[config.mk]
export PLATFORM = sky130hd
export DESIGN_NAME = segment_scan_controller
export DESIGN_NICKNAME = d
export VERILOG_FILES = /design/src/rtl/segment_scan_controller.sv
export SDC_FILE = /design/constraint.sdc
export NUM_CORES = 1
export LEC_CHECK = 0
export CAP_MARGIN = 20
export CORE_UTILIZATION = 52
export CTS_CLUSTER_SIZE = 20
export DETAILED_ROUTE_END_ITERATION = 8
export MAX_ROUTING_LAYER = met4
export PLACE_DENSITY = 0.8
export SETUP_SLACK_MARGIN = 0.3
export SYNTH_ARGS = -nofsm -noshare
export SYNTH_HDL_FRONTEND = slang
export SYNTH_SLANG_ARGS = --single-unit
[constraint.sdc]
create_clock -name CLK -period 3.5 [get_ports CLK]
set_clock_uncertainty 0.2 [all_clocks]
set_input_delay 0.525 -clock CLK [delete_from_list [all_inputs] [get_ports CLK]]
set_output_delay 0.525 -clock CLK [all_outputs]
set_load 0.01 [all_outputs]
[src/rtl/segment_scan_controller.sv]
// -----------------------------------------------------------------------------
// segment_scan_controller
//
// Purpose: time-multiplexes four hex digits onto a common-anode seven-segment
// display. Each digit slot is preceded by a blanking gap of BLANK_CYCLES clocks
// with every anode off, which suppresses ghosting. Digits advance on each edge
// of SCAN_IN. New display data is double-buffered and committed only at the end
// of digit 3's slot, so a frame never mixes old and new data.
//
// Ports:
//   CLK        in   system clock, rising edge
//   RST        in   asynchronous, active-high reset
//   SCAN_IN    in   toggling scan-rate level; each edge requests the next digit
//   DATA_IN    in   [15:0] four hex digits, [3:0] is digit 0 (rightmost)
//   DP_IN      in   [3:0] decimal points, 1 = lit, bit n is digit n
//   LOAD       in   one-cycle strobe capturing DATA_IN/DP_IN/LZB_IN as pending
//   LZB_IN     in   leading-zero-blanking enable, captured with LOAD
//   AN         out  [3:0] digit anodes, active-low
//   SEG        out  [6:0] segments {g,f,e,d,c,b,a}, active-low
//   DP         out  decimal point, active-low
//   BUSY       out  pending buffer holds uncommitted data
//   LOAD_ACK   out  one-cycle pulse when pending data is committed
//   FRAME_DONE out  one-cycle pulse in the cycle digit 3's slot ends
//   DBG_STATE  out  FSM state (0 = BLANK, 1 = SHOW)
//   DBG_IDX    out  [1:0] current digit index
//
// Load handshake: LOAD is a fire-and-forget strobe; it always captures into the
// pending buffer (latest wins) and sets BUSY. BUSY falls and LOAD_ACK pulses in
// the FRAME_DONE cycle that commits the pending data. A LOAD in that same cycle
// becomes the new pending data and keeps BUSY high.
// -----------------------------------------------------------------------------
module segment_scan_controller #(
  parameter int BLANK_CYCLES = 16
) (
  input  logic        CLK,
  input  logic        RST,
  input  logic        SCAN_IN,
  input  logic [15:0] DATA_IN,
  input  logic [3:0]  DP_IN,
  input  logic        LOAD,
  input  logic        LZB_IN,
  output logic [3:0]  AN,
  output logic [6:0]  SEG,
  output logic        DP,
  output logic        BUSY,
  output logic        LOAD_ACK,
  output logic        FRAME_DONE,
  output logic        DBG_STATE,
  output logic [1:0]  DBG_IDX
);

  typedef enum logic {
    ST_BLANK = 1'b0,
    ST_SHOW  = 1'b1
  } state_t;

  localparam logic [7:0] LP_BLANK_LAST = 8'(BLANK_CYCLES - 1);

  state_t      r_state;
  state_t      w_state_next;
  logic [1:0]  r_idx;
  logic [1:0]  w_idx_next;
  logic [7:0]  r_bcnt;
  logic [7:0]  w_bcnt_next;
  logic        r_prev;
  logic        w_scan_edge;
  logic        w_frame_done;
  logic        w_commit;

  logic [15:0] r_pend_data;
  logic [3:0]  r_pend_dp;
  logic        r_pend_lzb;
  logic        r_busy;
  logic [15:0] r_disp_data;
  logic [3:0]  r_disp_dp;
  logic        r_disp_lzb;

  logic [3:0]  r_an;
  logic [6:0]  r_seg;
  logic        r_dp;

  logic [3:0]  w_nib;
  logic [3:0]  w_lz;
  logic        w_blank_digit;
  logic [6:0]  w_seg_dec;

  function automatic logic [6:0] hex_to_seg(input logic [3:0] v);
    logic [6:0] s;
    case (v)
      4'h0: s = 7'b1000000;
      4'h1: s = 7'b1111001;
      4'h2: s = 7'b0100100;
      4'h3: s = 7'b0110000;
      4'h4: s = 7'b0011001;
      4'h5: s = 7'b0010010;
      4'h6: s = 7'b0000010;
      4'h7: s = 7'b1111000;
      4'h8: s = 7'b0000000;
      4'h9: s = 7'b0010000;
      4'hA: s = 7'b0001000;
      4'hB: s = 7'b0000011;
      4'hC: s = 7'b1000110;
      4'hD: s = 7'b0100001;
      4'hE: s = 7'b0000110;
      default: s = 7'b0001110;
    endcase
    return s;
  endfunction

  // Plain edge detect on the divider output; it is generated in this clock
  // domain, so no synchronizer is needed.
  assign w_scan_edge = SCAN_IN ^ r_prev;

  // FSM state register
  always_ff @(posedge CLK or posedge RST) begin
    if (RST) begin
      r_state <= ST_BLANK;
      r_idx   <= 2'd0;
      r_bcnt  <= 8'd0;
      r_prev  <= 1'b0;
    end else begin
      r_state <= w_state_next;
      r_idx   <= w_idx_next;
      r_bcnt  <= w_bcnt_next;
      r_prev  <= SCAN_IN;
    end
  end

  // FSM next-state; scan edges seen during BLANK are dropped, not queued.
  always_comb begin
    w_state_next = r_state;
    w_idx_next   = r_idx;
    w_bcnt_next  = r_bcnt;
    w_frame_done = 1'b0;
    case (r_state)
      ST_BLANK: begin
        if (r_bcnt == LP_BLANK_LAST) begin
          w_state_next = ST_SHOW;
          w_bcnt_next  = 8'd0;
        end else begin
          w_bcnt_next = r_bcnt + 8'd1;
        end
      end
      ST_SHOW: begin
        if (w_scan_edge) begin
          w_state_next = ST_BLANK;
          w_idx_next   = r_idx + 2'd1;
          w_bcnt_next  = 8'd0;
          w_frame_done = (r_idx == 2'd3);
        end
      end
      default: begin
        w_state_next = ST_BLANK;
        w_bcnt_next  = 8'd0;
      end
    endcase
  end

  assign w_commit = w_frame_done & r_busy;

  // Pending buffer and display registers
  always_ff @(posedge CLK or posedge RST) begin
    if (RST) begin
      r_pend_data <= 16'd0;
      r_pend_dp   <= 4'd0;
      r_pend_lzb  <= 1'b0;
      r_busy      <= 1'b0;
      r_disp_data <= 16'd0;
      r_disp_dp   <= 4'd0;
      r_disp_lzb  <= 1'b0;
    end else begin
      // The commit reads the old pending value, so a coincident LOAD is
      // not lost: it simply becomes the next pending data.
      if (w_commit) begin
        r_disp_data <= r_pend_data;
        r_disp_dp   <= r_pend_dp;
        r_disp_lzb  <= r_pend_lzb;
      end
      if (LOAD) begin
        r_pend_data <= DATA_IN;
        r_pend_dp   <= DP_IN;
        r_pend_lzb  <= LZB_IN;
        r_busy      <= 1'b1;
      end else if (w_commit) begin
        r_busy <= 1'b0;
      end
    end
  end

  // Leading-zero flags: digit n is a leading zero if it and all higher digits
  // are zero. Digit 0 is never blanked.
  assign w_lz[3] = (r_disp_data[15:12] == 4'd0);
  assign w_lz[2] = w_lz[3] & (r_disp_data[11:8] == 4'd0);
  assign w_lz[1] = w_lz[2] & (r_disp_data[7:4] == 4'd0);
  assign w_lz[0] = 1'b0;

  // Outputs are registered from the next state so AN/SEG/DP line up with the
  // state register. The display registers only change on a SHOW->BLANK edge,
  // so reading them for the entered digit is always stable.
  assign w_nib         = r_disp_data[{w_idx_next, 2'b00} +: 4];
  assign w_blank_digit = r_disp_lzb & w_lz[w_idx_next];
  assign w_seg_dec     = hex_to_seg(w_nib);

  always_ff @(posedge CLK or posedge RST) begin
    if (RST) begin
      r_an  <= 4'b1111;
      r_seg <= 7'b1111111;
      r_dp  <= 1'b1;
    end else if (w_state_next == ST_SHOW) begin
      r_an  <= ~(4'b0001 << w_idx_next);
      r_seg <= w_blank_digit ? 7'b1111111 : w_seg_dec;
      r_dp  <= ~r_disp_dp[w_idx_next];
    end else begin
      r_an  <= 4'b1111;
      r_seg <= 7'b1111111;
      r_dp  <= 1'b1;
    end
  end

  assign AN         = r_an;
  assign SEG        = r_seg;
  assign DP         = r_dp;
  assign BUSY       = r_busy;
  assign LOAD_ACK   = w_commit;
  assign FRAME_DONE = w_frame_done;
  assign DBG_STATE  = r_state;
  assign DBG_IDX    = r_idx;

endmodule

==> impl_metrics.toml, run 1 <==
[finish]
n_antenna_cell = 0
areaGrowthSynthToFinish_pct = 22.4
drive_gt1_share_pct = 18.9
register_area_um2 = 1690
fillers = 491
instances_no_fill = 429
multi_input_area_um2 = 1370
fin_util_pct = 65.8
fin_nets = 382

[timing]
whs_ns = 0.266
hold_violations = 0
rsz0062_at_grt = "no"
period_needed_ns = 3.07
max-slew-margin-rel_pct = 39.0
worstMarginPinSlew_ns = 0.912
setup_viol = 0
timing.final.crit_share_pct = 87.7
fin_setup_tns_ns = 0
max_clock_freq_ghz = 0.326
final-max-slew-violation-count = 0

[critical_path]
worstPathArrival_ns = 2.34
crit_type = "in2out"
slowest_delay_ns = 0.61
worstPathCellList = "clkdlybuf4s50_1, xor2_4, and3_2, nand2_1, inv_1, clkdlybuf4s50_1"
crit_path_start_kind = "input pin"
critPathSlowestCell = "clkdlybuf4s50_1"
setup.worst_path.start = "SCAN_IN"
reg2reg_to = "SEG[1]"
reg2reg_slack_ns = 0.72
reg2reg_from = "DBG_IDX[1]"
critical_path.max_fanout = 7
worstSetupEndpointType = "output pin"
critPathRequiredTime_ns = 2.77
reg2reg_depth = 10
critical_path.most_common_cell = "clkdlybuf4s50_1"

[cts]
htree_levels = 3
cts.sink_count = 67
cts_tree = "yes"
hold_buffers = 0
cts_inserted_buffers = 9
clk_pin_slew_ns = 0.07
clk_latency_ns = 0.34
clockBufferDepth = 2
cts_root_buffer = "clkbuf_8"

[route]
post_drt_wl_per_cell_um = 14.0
first_pass_iters = 4
antenna_left = 0
via_per_inst = 5.43
wirelength_um = 6000
drt-initial-drc-count = 140
remaining_drc_errors = 0
vias = 2331

[placed_design]
port_buffers = 42
hpwlAfterDp_um = 4090
gp_congestion = 0.847
placedCellCount = 413

[power]
p_leak_nw = 1.75
power.density_nw_per_um2 = 789
peakVddDrop_v = 0.000364

[run_status]
outcome = "finished, final reports clean"

[floorplanning]
fp.coreArea_um2 = 5920
die_w_um = 80.2
fp.dieH_um = 80.2
io_pins = 43
start_util_pct = 53.8
dieArea_um2 = 6440
num_rows = 28

[flow_run]
cap_violations = 0

[yosys]
postSynthAreaPerCell_um2 = 10.6
yosys.area.top_type = "dfrtp_1"
ys_seq_area_share_pct = 53.1
synthesis.nets = 334
synth_cell_types = 44
async_flop_share_pct = 100
synth_enable_flop_cells = 0
ys_ff_latch = 67
yosys_warnings = 0
ys_top_cells_by_area = "dfrtp_1, dfstp_2, nand2_1"
syn_inst = 301
netlist.area_leader.share_pct = 43.2
synth_top_flop_cell = "dfrtp_1"
syn-cell-area_um2 = 3180

[grt]
grt_first_pass_wirelength_um = 10400
gr-total-overflow = 0
grt_pass1_vias = 2257
grt_max_degree = 68
antenna_found_initial = 0
groute.usage.overall_pct = 21.9

[hold_path]
hold_path.class = "reg2reg"
min_from = "r_pend_data[8]"
min_to = "r_disp_data[8]"
holdPathStages = 2
[cell usage after synthesis, drive strengths merged (3+ instances only)]
cell type and count:
nand2 81, dfrtp 55, mux2 26, inv 13
nand3 13, dfstp 12, o21ai 11, mux2i 10
clkbuf 9, o221ai 9, ha 8, nor2 6
buf 5, a21oi 4, a31oi 3, a32o 3
nor4 3, o31ai 3
[area by class of cell]
cell class                 count  share of cell area [%]
multi-input combinational    207                    35.2
sequential                    67                    43.4
inverter                      13                    1.25
clock inverter                 3                    1.03
clock buffer                  13                    3.82
timing repair buffer          51                    12.8
tap                           75                    2.41
[per-layer routing]
layer | vias to the layer above | wire length [µm] | global-route usage [%] | share of wire, %
li1 | 1145 | - | - | -
met1 | 1124 | 2910 | 29.0 | 49
met2 | 53 | 2750 | 33.3 | 46
met3 | 9 | 253 | 3.98 | 4.2
met4 | 0 | 87 | 9.46 | 1.4
met5 | - | 0 | - | 0
[worst max path at each step]
stage | endpoint | slack, ns
6_report | LOAD_ACK | 0.43
5_1_grt | LOAD_ACK | 0.30
4_1_cts | LOAD_ACK | 0.40
3_5_place_dp | SEG[1] | 0.26
3_3_place_gp | SEG[1] | 0.36
2_1_floorplan | SEG[1] | 0.83
[flip-flops by register name (all words and copies together) (netlist names), 2 cells and up]
register and count:
r_disp_data 16, r_pend_data 16, r_bcnt 8, SEG 7, AN 4, r_disp_dp 4
r_pend_dp 4, DBG_IDX 2
[cell families after synthesis]
logic type / after synthesis / share of synthesized area [%]
AND/OR/NAND/NOR: 114 / 15.4
flip-flops: 67 / 53.1
AO/OA/AOI/OAI: 44 / 9.91
multiplexers: 37 / 13.1
buffers and inverters: 27 / 4.05
adder cells (fa/ha/maj): 8 / 3.14
XOR/XNOR: 4 / 1.34
[through the flow]
| stage | power (mW) | worst slack [ns] | area [µm²] |
|---|---|---|---|
| 6_report | 3.07 | 0.431 | 3900 |
| 5_1_grt | 3.29 | 0.304 | 3900 |
| 4_1_cts | 3.08 | 0.401 | 3890 |
| 3_5_place_dp | 2.43 | 0.264 | 3700 |
| 3_3_place_gp | 2.38 | 0.357 | 3700 |
| 2_1_floorplan | 2.07 | 0.831 | 3180 |
[worst max-delay path: cells and delay by family]
family	cells	cell delay [ns]
XOR/XNOR	1	0.24
buffers and inverters	3	1.22
AND/OR/NAND/NOR	2	0.35
[placed cells by master, fill, tap and decap left out, drive strengths merged, types with 3 or more instances in the layout]
cell	count
mux2i	10
dfstp	12
mux2	26
a32o	3
nand2	81
buf	9
clkdlybuf4s50	42
inv	13
clkbuf	13
a31oi	3
nand3	13
o221ai	9
nor2	6
o31ai	3
nor4	3
o21ai	11
ha	8
a21oi	4
dfrtp	55
[where the power goes]
| group | switching, mW | internal (mW) |
|---|---|---|
| registers | 0.204 | 1.00 |
| clock network | 0.282 | 0.347 |
| logic | 0.643 | 0.597 |
[repair_timing]
item,in CTS,in global routing
endpoints found under the setup margin,0,1
gates resized for setup,0,1
setup buffers,0,0
(Power assumes the default switching activity.)
==> run 2, diff against run 1 <==
Settings changed: CTS_CLUSTER_SIZE 20 to 14, HOLD_SLACK_MARGIN set to 0.1.
==> results of run 2 <==
Same layout as run 1: the final DEF is identical, and so are final timing and power.
==> run 3, diff against run 2 <==
Settings changed: CAP_MARGIN 20 to not set, PLACE_DENSITY 0.8 to not set, PLACE_DENSITY_LB_ADDON set to 0.2.
==> run 3 against run 2 <==
Effect of this change: register-to-register slack better by 0.02 ns; hold slack improved by 0.0056 ns; wire length increased by 0.33%; critical endpoint unchanged; flip-flop and latch count is the same; design area barely moved; first-iteration DRC count is 21% lower; count of clock-buffer cells in the layout stayed put; power decreased by 1.5%.
==> impl_metrics.toml, run 3 (same netlist as run 1, synthesis figures left out) <==
[floorplanning]
dieArea_um2 = 6440
fp.coreArea_um2 = 5920
num_rows = 28
die_w_um = 80.2
start_util_pct = 53.8
io_pins = 43
fp.dieH_um = 80.2

[power]
p_leak_nw = 1.76
power.density_nw_per_um2 = 776
peakVddDrop_v = 0.000399
power.total_mw = 3.03

[critical_path]
reg2reg_slack_ns = 0.74
crit_end = "LOAD_ACK"
slowest_delay_ns = 0.61
critPathRequiredTime_ns = 2.77
critical_path.most_common_cell = "clkdlybuf4s50_1"
critPathSlowestCell = "clkdlybuf4s50_1"
reg2reg_from = "DBG_IDX[1]"
critical_path.max_fanout = 7
worstSetupEndpointType = "output pin"
path_buf_inv = 3
setup.worst_path.start = "SCAN_IN"
crit_type = "in2out"
worstPathArrival_ns = 2.35
reg2reg_depth = 10
critPathTopFamily = "buffers and inverters"
reg2reg_to = "SEG[1]"
worstPathCellList = "clkdlybuf4s50_1, xor2_4, and3_2, nand2_1, inv_1, clkdlybuf4s50_1"
crit_path_start_kind = "input pin"
cp_num_cells = 6

[grt]
grtUsageMet2_pct = 34.4
grt_pass1_vias = 2273
groute.usage.overall_pct = 22.4
grt_first_pass_wirelength_um = 10500
met3_usage_pct = 3.75
met1_usage_pct = 28.9
gr-total-overflow = 0
grt_max_degree = 45
antenna_found_initial = 0
busiest_layer = "met2"

[finish]
areaGrowthSynthToFinish_pct = 22.6
fillers = 485
n_antenna_cell = 0
top_regs = "r_disp_data x16, r_pend_data x16, r_bcnt x8"
instances_no_fill = 431
drive_gt1_share_pct = 19.9
layout_common_cells = "nand2_1, dfrtp_1, clkdlybuf4s50_1"
fin_nets = 384
layout_commonest_cell = "nand2_1"

[cts]
clockBufferDepth = 2
clk_pin_slew_ns = 0.07
clk_latency_ns = 0.34
cts.sink_count = 67
cts_tree = "yes"
cts_inserted_buffers = 9
htree_levels = 3
cts_root_buffer = "clkbuf_8"

[timing]
timing.final.crit_share_pct = 87.9
max-slew-margin-rel_pct = 34.7
rsz0062_at_grt = "no"
hold_violations = 0
period_needed_ns = 3.08
setup_viol = 0
fin_setup_tns_ns = 0
max_clock_freq_ghz = 0.325
setup_ws_ns = 0.423
final-max-slew-violation-count = 0
worstMarginPinSlew_ns = 0.976

[run_status]
outcome = "finished, final reports clean"

[flow_run]
cap_violations = 0

[route]
remaining_drc_errors = 0
post_drt_wl_per_cell_um = 14.0
first_pass_iters = 4
via_per_inst = 5.46
vias = 2353
wirelength_um = 6020
antenna_left = 0
drt-initial-drc-count = 111

[hold_path]
hold_path.class = "reg2reg"
min_from = "r_pend_dp[3]"

[placed_design]
hpwlAfterDp_um = 4210
gp_congestion = 0.894
placedCellCount = 415
port_buffers = 42
preCtsSetupSlack_ns = 0.301
run 3: how the worst min path moves through the flow:
stage	depth (start not counted)	slack, ns	end
global placement	2	0.25	r_disp_dp[3]
detailed placement	2	0.26	r_disp_data[15]
global route	1	0.30	r_bcnt[7]
floorplan	2	0.23	r_disp_data[0]
CTS	2	0.27	r_disp_data[2]
finish	2	0.27	r_disp_dp[3]
run 3: per-stage QoR:
stage	instance area, µm²	hold slack, ns	util, %
3_5_place_dp	3700	0.256	62.5
2_1_floorplan	3180	0.235	-
3_3_place_gp	3700	0.250	62.5
4_1_cts	3890	0.272	65.7
5_1_grt	3900	0.295	65.9
6_report	3900	0.271	65.9
run 3: worst reg2reg max path, delay by kind of cell, from the launching register on:
family	cells	cell delay, ns
compound gates	3	0.51
fa+ha+maj	2	0.68
flops	1	0.51
mux	1	0.25
buf+inv	2	0.16
simple gates	2	0.39
run 3: cell type report:
cell class	count	area (µm²)	share of cell area, %
Tap cell	75	93.8	2.41
Timing Repair Buffer	53	503	12.9
Inverter	13	48.8	1.25
Sequential cell	67	1690	43.4
Multi-Input combinational cell	207	1370	35.2
Clock buffer	13	169	4.33
Clock inverter	3	21.3	0.545
run 3: metal layers:
layer	wire, µm	up-vias
met3	263	4
met1	2790	1153
met2	2920	51
met5	0	-
li1	-	1145
met4	53	0
run 3: what timing repair did:
action / CTS / global route
setup endpoints to repair: 0 / 1
resized for setup: 0 / 1
setup buffers: 0 / 0
hold buffers: 0 / 0
run 3: power breakdown:
part	internal, mW	switching [mW]
sequential	1.00	0.207
clock	0.315	0.283
combinational	0.596	0.625
